<file path="config.mk">
export PLATFORM = sky130hd
export DESIGN_NAME = toggle_port_responder_flat
export DESIGN_NICKNAME = d
export VERILOG_FILES = /design/src/rtl/toggle_port_responder_if.sv /design/src/rtl/toggle_port_responder.sv /design/src/flat_wrapper.sv
export SDC_FILE = /design/constraint.sdc
export NUM_CORES = 1
export LEC_CHECK = 0
export BUFFER_PORTS_ARGS = -buffer_cell sky130_fd_sc_hd__buf_2
export CAP_MARGIN = 0
export CORE_ASPECT_RATIO = 0.5
export CORE_MARGIN = 4
export CORE_UTILIZATION = 51
export DETAILED_ROUTE_END_ITERATION = 7
export PLACE_DENSITY = 0.88
export SETUP_SLACK_MARGIN = 0.4
export SKIP_CTS_REPAIR_TIMING = 1
export SLEW_MARGIN = 0
export SYNTH_ARGS = -nofsm -noshare
export SYNTH_HDL_FRONTEND = slang
export SYNTH_SLANG_ARGS = --single-unit
</file>
<file path="constraint.sdc">
create_clock -name clk -period 4.32 [get_ports clk]
set_input_delay 0.216 -clock clk [delete_from_list [all_inputs] [get_ports clk]]
set_output_delay 0.216 -clock clk [all_outputs]
set_load 0.02 [all_outputs]
</file>
<file path="src/rtl/toggle_port_responder_if.sv">
// Toggle-handshake request port plus the level-req/grant backend port of the responder.
// The requester/backend side drives through master; the responder uses slave.
interface toggle_port_responder_if #(
  parameter int AW = 23,
  parameter int DW = 16
);
  logic          port_req;
  logic          port_ack;
  logic [AW-1:0] port_a;
  logic [1:0]    port_ds;
  logic          port_we;
  logic [DW-1:0] port_d;
  logic [DW-1:0] port_q;

  logic          mem_req;
  logic          mem_we;
  logic [AW-1:0] mem_addr;
  logic [1:0]    mem_be;
  logic [DW-1:0] mem_din;
  logic          mem_gnt;
  logic          mem_rvalid;
  logic [DW-1:0] mem_dout;

  modport master (
    output port_req, port_a, port_ds, port_we, port_d,
    input  port_ack, port_q,
    input  mem_req, mem_we, mem_addr, mem_be, mem_din,
    output mem_gnt, mem_rvalid, mem_dout
  );

  modport slave (
    input  port_req, port_a, port_ds, port_we, port_d,
    output port_ack, port_q,
    output mem_req, mem_we, mem_addr, mem_be, mem_din,
    input  mem_gnt, mem_rvalid, mem_dout
  );
endinterface

</file>
<file path="src/rtl/toggle_port_responder.sv">
// Responder for the toggle req/ack memory port: one backend access per req toggle,
// ack toggled on completion, read data on port_q, transfer counter and violation flag.
module toggle_port_responder #(
  parameter int AW = 23,
  parameter int DW = 16
) (
  input  logic                  clk,
  input  logic                  init_n,
  toggle_port_responder_if.slave bus,
  input  logic                  err_clr,
  output logic                  req_err,
  output logic [15:0]           xfer_cnt
);

  localparam logic [1:0] S_IDLE   = 2'd0;
  localparam logic [1:0] S_ISSUE  = 2'd1;
  localparam logic [1:0] S_RDWAIT = 2'd2;

  logic [1:0]    state_q, state_d;
  logic          req_dly_q;
  logic          ack_q, ack_d;
  logic [DW-1:0] q_q, q_d;
  logic          mem_req_q, mem_req_d;
  logic          mem_we_q, mem_we_d;
  logic [AW-1:0] mem_addr_q, mem_addr_d;
  logic [1:0]    mem_be_q, mem_be_d;
  logic [DW-1:0] mem_din_q, mem_din_d;
  logic          err_q, err_d;
  logic [15:0]   cnt_q, cnt_d;
  logic          err_set;

  always_comb begin
    state_d    = state_q;
    ack_d      = ack_q;
    q_d        = q_q;
    mem_req_d  = mem_req_q;
    mem_we_d   = mem_we_q;
    mem_addr_d = mem_addr_q;
    mem_be_d   = mem_be_q;
    mem_din_d  = mem_din_q;
    cnt_d      = cnt_q;

    case (state_q)
      S_IDLE: begin
        if (bus.port_req != ack_q) begin
          // A write with no byte lanes has nothing to do at the backend.
          if (bus.port_we && (bus.port_ds == 2'b00)) begin
            ack_d = bus.port_req;
            cnt_d = cnt_q + 16'd1;
          end else begin
            mem_req_d  = 1'b1;
            mem_we_d   = bus.port_we;
            mem_addr_d = bus.port_a;
            mem_be_d   = bus.port_ds;
            mem_din_d  = bus.port_d;
            state_d    = S_ISSUE;
          end
        end
      end
      S_ISSUE: begin
        if (bus.mem_gnt) begin
          mem_req_d = 1'b0;
          if (mem_we_q) begin
            ack_d   = bus.port_req;
            cnt_d   = cnt_q + 16'd1;
            state_d = S_IDLE;
          end else begin
            state_d = S_RDWAIT;
          end
        end
      end
      S_RDWAIT: begin
        if (bus.mem_rvalid) begin
          q_d     = bus.mem_dout;
          ack_d   = bus.port_req;
          cnt_d   = cnt_q + 16'd1;
          state_d = S_IDLE;
        end
      end
      default: begin
        mem_req_d = 1'b0;
        state_d   = S_IDLE;
      end
    endcase
  end

  // In IDLE, an edge while the previous sample already differed from ack is a double toggle.
  assign err_set = (bus.port_req != req_dly_q) &&
                   ((state_q != S_IDLE) || (req_dly_q != ack_q));
  assign err_d   = err_set | (err_q & ~err_clr);

  always_ff @(posedge clk or negedge init_n) begin
    if (!init_n) begin
      state_q    <= S_IDLE;
      req_dly_q  <= 1'b0;
      ack_q      <= 1'b0;
      q_q        <= '0;
      mem_req_q  <= 1'b0;
      mem_we_q   <= 1'b0;
      mem_addr_q <= '0;
      mem_be_q   <= 2'b00;
      mem_din_q  <= '0;
      err_q      <= 1'b0;
      cnt_q      <= 16'd0;
    end else begin
      state_q    <= state_d;
      req_dly_q  <= bus.port_req;
      ack_q      <= ack_d;
      q_q        <= q_d;
      mem_req_q  <= mem_req_d;
      mem_we_q   <= mem_we_d;
      mem_addr_q <= mem_addr_d;
      mem_be_q   <= mem_be_d;
      mem_din_q  <= mem_din_d;
      err_q      <= err_d;
      cnt_q      <= cnt_d;
    end
  end

  assign bus.port_ack = ack_q;
  assign bus.port_q   = q_q;
  assign bus.mem_req  = mem_req_q;
  assign bus.mem_we   = mem_we_q;
  assign bus.mem_addr = mem_addr_q;
  assign bus.mem_be   = mem_be_q;
  assign bus.mem_din  = mem_din_q;
  assign req_err      = err_q;
  assign xfer_cnt     = cnt_q;

endmodule

</file>
<file path="src/flat_wrapper.sv">
// flat-port wrapper written by rule: the top's interface ports become plain ports
module toggle_port_responder_flat 
#(
  parameter int AW = 23,
  parameter int DW = 16
)
  (clk, init_n, err_clr, req_err, xfer_cnt, bus_port_req, bus_port_a, bus_port_ds, bus_port_we, bus_port_d, bus_port_ack, bus_port_q, bus_mem_req, bus_mem_we, bus_mem_addr, bus_mem_be, bus_mem_din, bus_mem_gnt, bus_mem_rvalid, bus_mem_dout);
  toggle_port_responder_if #(.AW(AW), .DW(DW)) bus_i ();
  input  logic clk;
  input  logic init_n;
  input  logic err_clr;
  output logic req_err;
  output logic [15:0] xfer_cnt;
  input wire logic [$bits(bus_i.port_req)-1:0] bus_port_req;
  input wire logic [$bits(bus_i.port_a)-1:0] bus_port_a;
  input wire logic [$bits(bus_i.port_ds)-1:0] bus_port_ds;
  input wire logic [$bits(bus_i.port_we)-1:0] bus_port_we;
  input wire logic [$bits(bus_i.port_d)-1:0] bus_port_d;
  output wire logic [$bits(bus_i.port_ack)-1:0] bus_port_ack;
  output wire logic [$bits(bus_i.port_q)-1:0] bus_port_q;
  output wire logic [$bits(bus_i.mem_req)-1:0] bus_mem_req;
  output wire logic [$bits(bus_i.mem_we)-1:0] bus_mem_we;
  output wire logic [$bits(bus_i.mem_addr)-1:0] bus_mem_addr;
  output wire logic [$bits(bus_i.mem_be)-1:0] bus_mem_be;
  output wire logic [$bits(bus_i.mem_din)-1:0] bus_mem_din;
  input wire logic [$bits(bus_i.mem_gnt)-1:0] bus_mem_gnt;
  input wire logic [$bits(bus_i.mem_rvalid)-1:0] bus_mem_rvalid;
  input wire logic [$bits(bus_i.mem_dout)-1:0] bus_mem_dout;
  assign bus_i.port_req = bus_port_req;
  assign bus_i.port_a = bus_port_a;
  assign bus_i.port_ds = bus_port_ds;
  assign bus_i.port_we = bus_port_we;
  assign bus_i.port_d = bus_port_d;
  assign bus_port_ack = bus_i.port_ack;
  assign bus_port_q = bus_i.port_q;
  assign bus_mem_req = bus_i.mem_req;
  assign bus_mem_we = bus_i.mem_we;
  assign bus_mem_addr = bus_i.mem_addr;
  assign bus_mem_be = bus_i.mem_be;
  assign bus_mem_din = bus_i.mem_din;
  assign bus_i.mem_gnt = bus_mem_gnt;
  assign bus_i.mem_rvalid = bus_mem_rvalid;
  assign bus_i.mem_dout = bus_mem_dout;
  toggle_port_responder #(.AW(AW), .DW(DW)) u_core (.clk(clk), .init_n(init_n), .bus(bus_i), .err_clr(err_clr), .req_err(req_err), .xfer_cnt(xfer_cnt));
endmodule
</file>
=== Word level (Yosys, flattened, before mapping) ===
Cells that the tools add are included.

* Logic and storage cells: 62
* Register bits after elaboration: 80

* Muxes and demuxes: 22
* Bitwise operators: 5
* $add $sub $neg: 1
* Equality and inequality tests: 11
* Reduce and logical (&&, ||, !) cells: 12

{| class="wikitable"
|+ Operators with widths
! operator !! count
|-
| $mux 16 || 5
|-
| $pmux 16 s3 || 1
|-
| $add 16x1->16 const B || 1
|-
| $mux 2 || 5
|-
| $mux 1 || 8
|-
| $reduce_and 4->1 || 2
|-
| $ne 2x1->1 const B || 3
|-
| $ne 2x2->1 const B || 3
|-
| $pmux 1 s3 || 2
|-
| $pmux 2 s3 || 1
|-
| $reduce_and 6->1 || 1
|-
| $logic_not 2->1 || 2
|-
| $ne 1x1->1 || 3
|-
| $not 1->1 || 3
|-
| $reduce_and 3->1 || 1
|-
| $reduce_bool 3->1 || 1
|-
| $eq 2x1->1 const B || 1
|-
| $eq 2x2->1 const B || 1
|-
| $logic_and 1x1->1 || 2
|-
| $reduce_and 2->1 || 1
|-
| $reduce_bool 2->1 || 1
|-
| $and 1x1->1 || 1
|-
| $logic_or 1x1->1 || 1
|-
| $or 1x1->1 || 1
|}

=== Longest topological paths before layout ===
* Depth in word-level cells: 5
* Gate-level depth with buffers: 6
* Gate-level depth less buffers: 4

=== Worst setup path before layout ===
Ideal clock, no wire load.

* Path type: flip-flop to flip-flop
* Start point: register u_core.ack_q (netlist: u_core.bus.port_ack)
* End point: register u_core.mem_addr_q[0] (netlist: u_core.bus.mem_addr[0])
* Slack: 2,727 ps
* Arrival time: 1,469 ps
* Required time: 4,195 ps
* Path buffers: 1
* Stages on the path, launching flop included: 6
* Path through: dfrtp_1 xnor2_1 nor3_4 nand2_4 buf_6 mux2_2

* Cells in the longest elaborated chain, start to end: 2

{| class="wikitable"
|+ RTL lines
! what !! RTL line !! text
|-
| start, declared || toggle_port_responder.sv:21 || <nowiki>logic ack_q, ack_d;</nowiki>
|-
| start signal, assigned || toggle_port_responder.sv:108 || <nowiki>ack_q <= ack_d;</nowiki>
|-
| $ne 1x1->1 || toggle_port_responder.sv:45 || <nowiki>if (bus.port_req != ack_q) begin</nowiki>
|-
| $reduce_and 3->1 (no line) || -- ||
|-
| end signal, assigned || toggle_port_responder.sv:112 || <nowiki>mem_addr_q <= mem_addr_d;</nowiki>
|-
| end, declared || toggle_port_responder.sv:25 || <nowiki>logic [AW-1:0] mem_addr_q, mem_addr_d;</nowiki>
|}

No other way between the ends.
A chain may end at the register's enable or synchronous reset.

=== Final worst setup path ===
* Start point: register u_core.state_q[1]
* End point: register u_core.cnt_q[1] (netlist: u_core.xfer_cnt[1])

* Cells in the longest elaborated chain, start to end: 3
* Elaborated cells on any way between the ends: 11
* Those cells by class: eq/ne: 7; mux: 1; reduce/logical: 3

{| class="wikitable"
|+ RTL lines
! what !! RTL line !! text
|-
| start, declared || toggle_port_responder.sv:19 || <nowiki>logic [1:0] state_q, state_d;</nowiki>
|-
| start signal, assigned || toggle_port_responder.sv:106 || <nowiki>state_q <= state_d;</nowiki>
|-
| $eq 2x1->1, or another cell as far along || toggle_port_responder.sv:43 || <nowiki>case (state_q)</nowiki>
|-
| $ne 2x1->1 (no line), or another cell as far along || -- ||
|-
| $reduce_and 6->1 (no line) || -- ||
|-
| end signal, assigned || toggle_port_responder.sv:116 || <nowiki>cnt_q <= cnt_d;</nowiki>
|-
| end, declared || toggle_port_responder.sv:29 || <nowiki>logic [15:0] cnt_q, cnt_d;</nowiki>
|}

Several ways; a longest one is shown, not always the timed one.

==> metrics.txt <==
Yosys warnings=0; Worst Path Class, Setup=flop to flop; P&R area growth vs syn=30.7%; Cells after DPL=440; Post-Layout Cell Count=455; Reg power frac=37.5%; Worst Tran Pin Value=0.971 ns; final setup vio count=0; Slew headroom=35.3%; detailed-router iteration count before antenna repair=4; DR WL/cell=15.7 microns; initial antenna violation count=0; top cells by area, synth=dfrtp_1 61%, mux2_2 20%, xnor2_1 3.5%; num ports=141; first-pass GRT wire length=11.7 mm; clk buf depth=2; WL final=7.14 mm; Combinational Power Share=43.5%; leading area contributor after synthesis=dfrtp_1; grt ovf=0; number of global-route vias before repair=2405; DPL Wire Length=5.33 mm; complex-gate fraction of the synthesized area=0.997%; Worst VDD drop=428 uV; final hold violation count=0; largest family of logic cells by synthesized area=multiplexers; clock network power share=19.0%; CTS sink count=80; RSZ-0062 raised after global routing=false; Worst Setup End Kind=flop; #FFs+latches synth=80; asr flop ratio synth=100%; PwrDens=796 nW/um^2; layout cell share with drive strength beyond 1=60.2%; PortBufs=140; vias per cell=4.91; crit start category=flop; Worst path max stage delay=0.68 ns; Rows=20; Post-Synth Simple-Gate Area=9.01%; slowest cell on the critical path=o21ai_1; Detailed Route Iter0 Violations=118; core area=6130 sq um; status=complete, no violations; CTS Root Cell=clkbuf_16; Max-Cap Viols=0; Crit path required time=4.52 ns; TritonCTS clock tree=yes; total placed instance area=4010 sq um; largest net degree at the start of global routing=81; setup_tns=0 ns; XOR/XNOR Fraction of Synth Area=4.56%; starting density of the core=53.2%; Post-synth EDFFs=0; synthesized area per cell=14.8 sq um; total power=3.39 mW; Synth Flop Type=dfrtp_1; Mapped Nets=285; final instance area=4260 sq um; crit-path cells=nor2b_1 -> o21ai_1 -> nand2_1 -> mux2_2; Commonest cells post-synth=80 x dfrtp_1, 57 x mux2_2, 13 x xnor2_1; # H-tree levels=3; DR DRC count=0; post-synthesis cell count=220; via count=2232; fin crit period=2.03 ns; Clock Latency Late Sink=0.32 ns; top-count cell post-synth=dfrtp_1; P_int=2.10 mW; Final Skew=0.00644 ns; Tot GR Track Use=19.1%; post-route antenna net violation count=0; Static Leak=2.08 nW; Net Sw Frac=38.0%; die height=64.6 microns; mux cell area share after synthesis=21.1%; nets=428; Final Slew Violations=0; Max Freq=492 MHz; Synth top area share=61.3%; total CTS buffers=9; synth unique cells=32; register area share after synthesis=61.3%; Final Cycle Share=47.0%; die width=121 microns; RD Place Congestion=0.803; post-synthesis adder-cell area fraction=0.383%; Post-Syn Area=3260 sq um; Worst-path clk slew=0.06 ns; min-delay worst type=primary input to async pin; CP max FO=15; Sw Pwr=1.29 mW; Ant. Diodes=0; WP data arrival=2.23 ns; DIE AREA=7820 sq um
metrics by stage:
step                util (%)  hold slack (ns)  setup WS, ns
finish                  69.6           0.0464          2.29
global route            69.6           0.0574          2.12
CTS                     69.6           0.0599          2.33
detailed placement      65.4            0.396          2.30
global placement        65.4            0.395          2.44
floorplan                  -          -0.0796          2.73
power groups by stage:
stage | Sequential, mW | Combinational, mW | Clock [mW]
floorplan | 1.65 | 0.668 | 0
global placement | 1.25 | 1.45 | 0
detailed placement | 1.28 | 1.49 | 0
CTS | 1.27 | 1.50 | 0.663
global route | 1.32 | 1.58 | 0.707
finish | 1.27 | 1.48 | 0.646
worst max-delay path: cells and delay by family, from the launching register on:
family	cells	cell delay [ns]
flops	1	0.47
mux	1	0.33
simple gates	2	0.44
compound gates	1	0.68
kinds of logic after synthesis:
family          after synthesis
flops                        80
mux                          60
simple gates                 44
xor+xnor                     17
buf+inv                      13
compound gates                5
fa+ha+maj                     1
sequential cells by signal (all words and copies together), names as in the netlist:
signal and flops:
u_core.bus.mem_addr 23, u_core.bus.mem_din 16, u_core.bus.port_q 16, u_core.xfer_cnt 16
u_core.bus.mem_be 2, u_core.state_q 2, u_core.bus.mem_req 1, u_core.bus.mem_we 1
u_core.bus.port_ack 1, u_core.req_dly_q 1, u_core.req_err 1
per-layer routing:
metal | vias up | global-route usage [%] | part of all wire (%)
met5 | - | 0 | 0
met4 | 0 | 5.51 | 1.8
met3 | 12 | 5.93 | 4.6
met2 | 54 | 36.1 | 56
met1 | 1096 | 20.6 | 38
li1 | 1070 | - | -
path summary, 6_finish.rpt:
| kind | from | to | slack (ns) | cells after the start |
|---|---|---|---|---|
| setup / recovery | u_core.state_q[1] | u_core.xfer_cnt[1] | 2.29 | 4 |
| hold / removal | init_n | u_core.bus.mem_din[3] | 0.05 | 1 |
| setup reg to reg | u_core.state_q[1] | u_core.xfer_cnt[1] | 2.29 | 4 |
| hold reg to reg | u_core.xfer_cnt[15] | u_core.xfer_cnt[15] | 0.47 | 1 |
| max in group asynchronous | init_n | u_core.bus.mem_addr[18] | 3.64 | 1 |
| min in group clk | bus_port_req | u_core.req_dly_q | 0.07 | 1 |
cell type report:
| cell class | count | area (sq um) |
|---|---|---|
| multi-input cells | 127 | 1170 |
| fillers | 440 | 1870 |
| clock inverters | 4 | 22.5 |
| well taps | 88 | 110 |
| repair buffers | 140 | 703 |
| flip-flops and latches | 80 | 2000 |
| inverters | 5 | 18.8 |
| clock buffers | 11 | 233 |
layout by cell type (no fill, tap or decap), drive strengths merged, types with 2 or more instances in the layout:
master  Yosys  final
buf         8    140
dfrtp      80     80
mux2       60     60
xnor2      13     13
clkbuf      0     11
nand2       8      8
nand3       7      7
nand4       6      6
inv         5      5
and4bb      4      4
xor2        4      4
and3        4      4
nor2        3      3
clkinv      0      3
o21ai       3      3
nand3b      2      2
and2        2      2
nor3        2      2
Power figures use the tool's default switching activity.
